==> src/rtl/ex3_bcd_decoder_if.sv <==
// Valid/ready stream bundle for ex3_bcd_decoder: Excess-3 digit input side and packed-BCD word output side.
// out_errpos exists only when EX3_ERRPOS_EN is defined.
interface ex3_bcd_decoder_if #(
    parameter int DIGITS = 4
) ();
    logic                  in_valid;
    logic                  in_ready;
    logic [3:0]            in_digit;
    logic                  in_last;
    logic                  out_valid;
    logic                  out_ready;
    logic [4*DIGITS-1:0]   out_bcd;
    logic [3:0]            out_count;
    logic                  out_error;
    logic                  out_full;
`ifdef EX3_ERRPOS_EN
    logic [3:0]            out_errpos;
`endif

    modport slave (
        input  in_valid, in_digit, in_last, out_ready,
        output in_ready, out_valid, out_bcd, out_count, out_error, out_full
`ifdef EX3_ERRPOS_EN
        , output out_errpos
`endif
    );

    modport master (
        output in_valid, in_digit, in_last, out_ready,
        input  in_ready, out_valid, out_bcd, out_count, out_error, out_full
`ifdef EX3_ERRPOS_EN
        , input out_errpos
`endif
    );
endinterface

==> src/rtl/ex3_bcd_decoder.sv <==
// Digit-serial Excess-3 to packed-BCD decoder: collects up to DIGITS digits, then holds the word until taken.
// Optional first-error arrival index on out_errpos when EX3_ERRPOS_EN is defined.
module ex3_bcd_decoder #(
    parameter int DIGITS = 4
) (
    input  logic                clk,
    input  logic                reset,
    ex3_bcd_decoder_if.slave    bus
);
    localparam int         BCD_W    = 4 * DIGITS;
    localparam logic [3:0] DIGITS_W = 4'(DIGITS);

    typedef enum logic [0:0] {
        ST_ACCEPT = 1'b0,
        ST_HOLD   = 1'b1
    } state_e;

    function automatic logic ex3_code_ok(input logic [3:0] code);
        return (code >= 4'h3) && (code <= 4'hC);
    endfunction

    // Invalid codes collapse to zero; the error flag records them separately.
    function automatic logic [3:0] ex3_decode(input logic [3:0] code);
        return ex3_code_ok(code) ? (code - 4'h3) : 4'h0;
    endfunction

    state_e              state_q;
    logic [BCD_W-1:0]    acc_q;
    logic [BCD_W-1:0]    acc_d;
    logic [3:0]          cnt_q;
    logic [3:0]          cnt_d;
    logic                err_q;
    logic                err_d;
    logic [BCD_W-1:0]    bcd_q;
    logic [3:0]          count_q;
    logic                error_q;
    logic                full_q;
    logic                digit_bad_s;
    logic                at_limit_s;
    logic                close_s;
    logic                in_hs_s;
    logic                out_hs_s;
`ifdef EX3_ERRPOS_EN
    logic [3:0]          errpos_q;
    logic [3:0]          errpos_d;
    logic [3:0]          errpos_out_q;
`endif

    // Accumulator and word-close values as they would be with the presented digit included.
    always_comb begin
        digit_bad_s = !ex3_code_ok(bus.in_digit);
        acc_d       = (acc_q << 4'd4) | BCD_W'(ex3_decode(bus.in_digit));
        cnt_d       = cnt_q + 4'd1;
        err_d       = err_q | digit_bad_s;
        at_limit_s  = (cnt_d == DIGITS_W);
        close_s     = bus.in_last || at_limit_s;
        in_hs_s     = bus.in_valid && (state_q == ST_ACCEPT);
        out_hs_s    = bus.out_ready && (state_q == ST_HOLD);
`ifdef EX3_ERRPOS_EN
        if (err_q) begin
            errpos_d = errpos_q;
        end else if (digit_bad_s) begin
            errpos_d = cnt_q;
        end else begin
            errpos_d = 4'd0;
        end
`endif
    end

    // Accept/hold FSM with the accumulator and the registered output word.
    always_ff @(posedge clk) begin
        if (reset) begin
            state_q      <= ST_ACCEPT;
            acc_q        <= '0;
            cnt_q        <= 4'd0;
            err_q        <= 1'b0;
            bcd_q        <= '0;
            count_q      <= 4'd0;
            error_q      <= 1'b0;
            full_q       <= 1'b0;
`ifdef EX3_ERRPOS_EN
            errpos_q     <= 4'd0;
            errpos_out_q <= 4'd0;
`endif
        end else begin
            case (state_q)
                ST_ACCEPT: begin
                    if (in_hs_s) begin
                        if (close_s) begin
                            bcd_q        <= acc_d;
                            count_q      <= cnt_d;
                            error_q      <= err_d;
                            full_q       <= at_limit_s && !bus.in_last;
`ifdef EX3_ERRPOS_EN
                            errpos_out_q <= errpos_d;
`endif
                            state_q      <= ST_HOLD;
                        end else begin
                            acc_q    <= acc_d;
                            cnt_q    <= cnt_d;
                            err_q    <= err_d;
`ifdef EX3_ERRPOS_EN
                            errpos_q <= errpos_d;
`endif
                        end
                    end
                end
                ST_HOLD: begin
                    if (out_hs_s) begin
                        acc_q    <= '0;
                        cnt_q    <= 4'd0;
                        err_q    <= 1'b0;
`ifdef EX3_ERRPOS_EN
                        errpos_q <= 4'd0;
`endif
                        state_q  <= ST_ACCEPT;
                    end
                end
                default: begin
                    state_q <= ST_ACCEPT;
                end
            endcase
        end
    end

    assign bus.in_ready   = (state_q == ST_ACCEPT);
    assign bus.out_valid  = (state_q == ST_HOLD);
    assign bus.out_bcd    = bcd_q;
    assign bus.out_count  = count_q;
    assign bus.out_error  = error_q;
    assign bus.out_full   = full_q;
`ifdef EX3_ERRPOS_EN
    assign bus.out_errpos = errpos_out_q;
`endif

endmodule

==> src/flat_wrapper.sv <==
// flat-port wrapper written by rule: the top's interface ports become plain ports
module ex3_bcd_decoder_flat 
#(
    parameter int DIGITS = 4
)
  (clk, reset, bus_in_valid, bus_in_digit, bus_in_last, bus_out_ready, bus_in_ready, bus_out_valid, bus_out_bcd, bus_out_count, bus_out_error, bus_out_full);
  ex3_bcd_decoder_if #(.DIGITS(DIGITS)) bus_i ();
  input  logic clk;
  input  logic reset;
  input wire logic [$bits(bus_i.in_valid)-1:0] bus_in_valid;
  input wire logic [$bits(bus_i.in_digit)-1:0] bus_in_digit;
  input wire logic [$bits(bus_i.in_last)-1:0] bus_in_last;
  input wire logic [$bits(bus_i.out_ready)-1:0] bus_out_ready;
  output wire logic [$bits(bus_i.in_ready)-1:0] bus_in_ready;
  output wire logic [$bits(bus_i.out_valid)-1:0] bus_out_valid;
  output wire logic [$bits(bus_i.out_bcd)-1:0] bus_out_bcd;
  output wire logic [$bits(bus_i.out_count)-1:0] bus_out_count;
  output wire logic [$bits(bus_i.out_error)-1:0] bus_out_error;
  output wire logic [$bits(bus_i.out_full)-1:0] bus_out_full;
  assign bus_i.in_valid = bus_in_valid;
  assign bus_i.in_digit = bus_in_digit;
  assign bus_i.in_last = bus_in_last;
  assign bus_i.out_ready = bus_out_ready;
  assign bus_in_ready = bus_i.in_ready;
  assign bus_out_valid = bus_i.out_valid;
  assign bus_out_bcd = bus_i.out_bcd;
  assign bus_out_count = bus_i.out_count;
  assign bus_out_error = bus_i.out_error;
  assign bus_out_full = bus_i.out_full;
  ex3_bcd_decoder #(.DIGITS(DIGITS)) u_core (.clk(clk), .reset(reset), .bus(bus_i));
endmodule
==> config.mk <==
export PLATFORM = sky130hd
export DESIGN_NAME = ex3_bcd_decoder_flat
export DESIGN_NICKNAME = d
export VERILOG_FILES = /design/src/rtl/ex3_bcd_decoder_if.sv /design/src/rtl/ex3_bcd_decoder.sv /design/src/flat_wrapper.sv
export SDC_FILE = /design/constraint.sdc
export NUM_CORES = 1
export LEC_CHECK = 0
export CAP_MARGIN = 20
export CORE_MARGIN = 10
export CORE_UTILIZATION = 49
export CTS_CLUSTER_SIZE = 8
export DETAILED_ROUTE_END_ITERATION = 16
export PLACE_DENSITY_LB_ADDON = 0.2
export SYNTH_ARGS = -nofsm -noshare
export SYNTH_HDL_FRONTEND = slang
export SYNTH_SLANG_ARGS = --single-unit
==> constraint.sdc <==
create_clock -name clk -period 2.3 [get_ports clk]
set_clock_uncertainty 0.05 [all_clocks]
set_input_delay 0.46 -clock clk [delete_from_list [all_inputs] [get_ports clk]]
set_output_delay 0.46 -clock clk [all_outputs]
set_load 0.1 [all_outputs]
==> run metrics <==
run status=complete, no violations; layout cell share with drive strength beyond 1=0.170; routed length on met3=242 um; final WL=3750 um; TritonCTS buffer count=5; GP Congestion=0.748; Hold EP=u_core.bus.out_bcd[13]; Levels on crit path=5; post-synthesis sequential element count=40; Worst EP arrival=2.18 ns; kind of critical path=reg2reg; vias in the first global route=roughly 1400; DPL Wire Length=2710 um; antenna violations before repair=0; worst min path class=reg2reg; aggregate global routing overflow=0; wire length per cell=13.7 um; chip width=approximately 77 um; crit path time final=1.95 ns; max-slew violation count=0; reg2reg path depth=5; Top Metal Used=met4; Max FO, Critical Path=18; Layout area overhead=23.9%; CP max stage delay=0.55 ns; htree depth=2; final setup TNS=0 ns; placed instance count=265; Mapped Avg Cell Area=about 8.1 um^2; r2r endpoint=u_core.cnt_q[2]; syn nets=207; TritonCTS clock tree=done; crit path launch type=flop; FF-to-FF Start=u_core.cnt_q[0]; row count=20; cell chain of the critical path=ha_1, nor3b_2, or3_1, nand3_1, a21oi_1; largest net degree at the start of global routing=20; Reg clk slew, reported paths=0.12 ns; static leakage=0.749 nW; VDD IR-drop max=0.412 mV; Core ar.=around 0.0031 mm^2; first-pass GRT wire length=6170 um; cts repair resizes=0; final core utilization=0.638; Clock Tree Buf Depth=2; Syn Inst Count=195; Synth cell types=27; wl on met1=1560 um; Post-CTS Repair Setup Buffers=0; Yosys warnings=0; normalized max-slew margin=0.457; hold path cells=2; Worst Slack Setup Final=around 0.35 ns; pre-CTS WS=0.192 ns; Max-Cap Viols=0; PD cells=between 700 and 800 mW/mm^2; clock root buffer master=clkbuf_4; Total GRT Usage=0.125; Top Ports=33; clock sinks=40; Cell Area, Synth=0.00158 mm^2; Crit path max-delay family=simple AND/OR/NAND/NOR gates; Slowest-stage cell, CP=or3_1; Hold Vio Cnt, Final=0; WL met2=1900 um; clk_lat worst skew=approximately 0.34 ns; Final Cycle Share=0.847; worst path bufs/invs=0; Residual DRC=0; Non-Filler Instances=273; register area share after synthesis=0.506; Hold Path Origin=u_core.bus.out_bcd[13]; Worst Setup End Kind=flop; Final ANT Viol Nets=0; flop2flop setup slack=0.35 ns; total number of vias=1432; CTS Hold Buffers Added=0; Vias/cell=5.25; Final setup viols=0; Slew @ Worst Pin=0.815 ns; Buffers on Ports=32; Achievable Freq=0.513 GHz; Initial Util=0.515; antenna cells=0; Critical Path RT=between 2 and 3 ns; First DRT Iteration DRCs=91; unrepaired setup endpoints after global routing=false; drt pass-1 iters=4; Fin Hold WS=0.412 ns; DIE AREA=0.00591 mm^2; die height=76.9 um; Layout Nets=240
logic make-up after synthesis:
group	share of synthesized area
compound gates	0.160
xor+xnor	0.00553
fa+ha+maj	0.0237
buf+inv	0.0434
flops	0.506
simple gates	0.261
worst max path at each step:
stage | start | to | slack [ns]
2_1_floorplan | u_core.bus.out_valid | bus_in_ready | 0.1
3_3_place_gp | bus_in_last | u_core.acc_q[3] | 0.25
3_5_place_dp | bus_in_last | u_core.bus.out_error | 0.19
4_1_cts | u_core.cnt_q[0] | u_core.cnt_q[2] | 0.37
5_1_grt | u_core.cnt_q[0] | u_core.cnt_q[2] | 0.17
6_report | u_core.cnt_q[0] | u_core.cnt_q[2] | 0.35
worst reg2reg max path: stages (launching register included):
cell and delay (ns):
dfxtp_1 0.43, ha_1 0.21, nor3b_2 0.33, or3_1 0.55, nand3_1 0.15, a21oi_1 0.16
per-layer routing:
metal	vias up	global-route usage
met1	652	0.125
li1	730	-
met3	7	0.0466
met2	43	0.227
met4	0	0.0502
met5	-	0
layout by cell type, fill, tap and decap left out, types with 2 or more instances in the layout:
master and instances:
nand2_1 42, dfxtp_1 40, a21oi_1 31, buf_4 30
nand3_1 20, nor2_1 12, clkdlybuf4s50_1 8, nor3_1 6
clkbuf_4 5, a211oi_1 4, inv_1 3, nand2b_1 3
nor2b_1 3, ha_1 3, o21ai_0 2, nand4b_1 2
o31ai_1 2
flip-flops by register name, summed over array words and instances, names as in the netlist:
signal                cells
u_core.acc_q             12
u_core.bus.out_bcd       16
u_core.bus.out_count      4
u_core.bus.out_error      1
u_core.bus.out_full       1
u_core.bus.out_valid      1
u_core.cnt_q              4
u_core.err_q              1
report_power, final:
| part | total (mW) | leakage, nW | switching [mW] | internal [mW] |
|---|---|---|---|---|
| Sequential | 0.724 | 0.324 | 0.0130 | 0.711 |
| Combinational | 0.231 | 0.382 | 0.171 | 0.0601 |
| Clock | 0.451 | 0.0422 | 0.223 | 0.228 |
| Total | 1.41 | 0.749 | 0.408 | 0.999 |
per-stage QoR:
stage	power (mW)	instance area, um^2
2_1_floorplan	0.907	1580
3_3_place_gp	0.964	1890
3_5_place_dp	0.970	1890
4_1_cts	1.42	1960
5_1_grt	1.47	1960
6_report	1.41	1960
cells in the mapped netlist:
master	number	area share
a22oi_1	1	0.0047
ha_1	3	0.024
nor3_1	6	0.019
dfxtp_1	40	0.51
o21ai_0	2	0.0063
o22ai_1	1	0.0040
nand3_1	20	0.063
nor2_1	12	0.028
a211oi_1	4	0.019
o21a_1	1	0.0047
nand4b_1	2	0.011
inv_1	3	0.0071
o31ai_1	2	0.0095
nor3b_2	1	0.0079
a31oi_1	1	0.0040
o21ai_2	1	0.0055
a21o_1	1	0.0047
nor2b_1	3	0.012
xnor2_1	1	0.0055
buf_2	4	0.013
and2b_1	1	0.0047
a21oi_1	31	0.098
clkbuf_1	7	0.017
buf_6	1	0.0071
nand2_1	42	0.10
nand2b_1	3	0.012
or3_1	1	0.0040
area by class of cell:
type,count,area [um^2]
Fill cell,293,1110
Sequential cell,40,801
Tap cell,44,55.1
Clock buffer,6,41.3
Multi-Input combinational cell,140,714
Timing Repair Buffer,38,305
Clock inverter,2,35.0
Inverter,3,11.3
(Power assumes the default switching activity.)
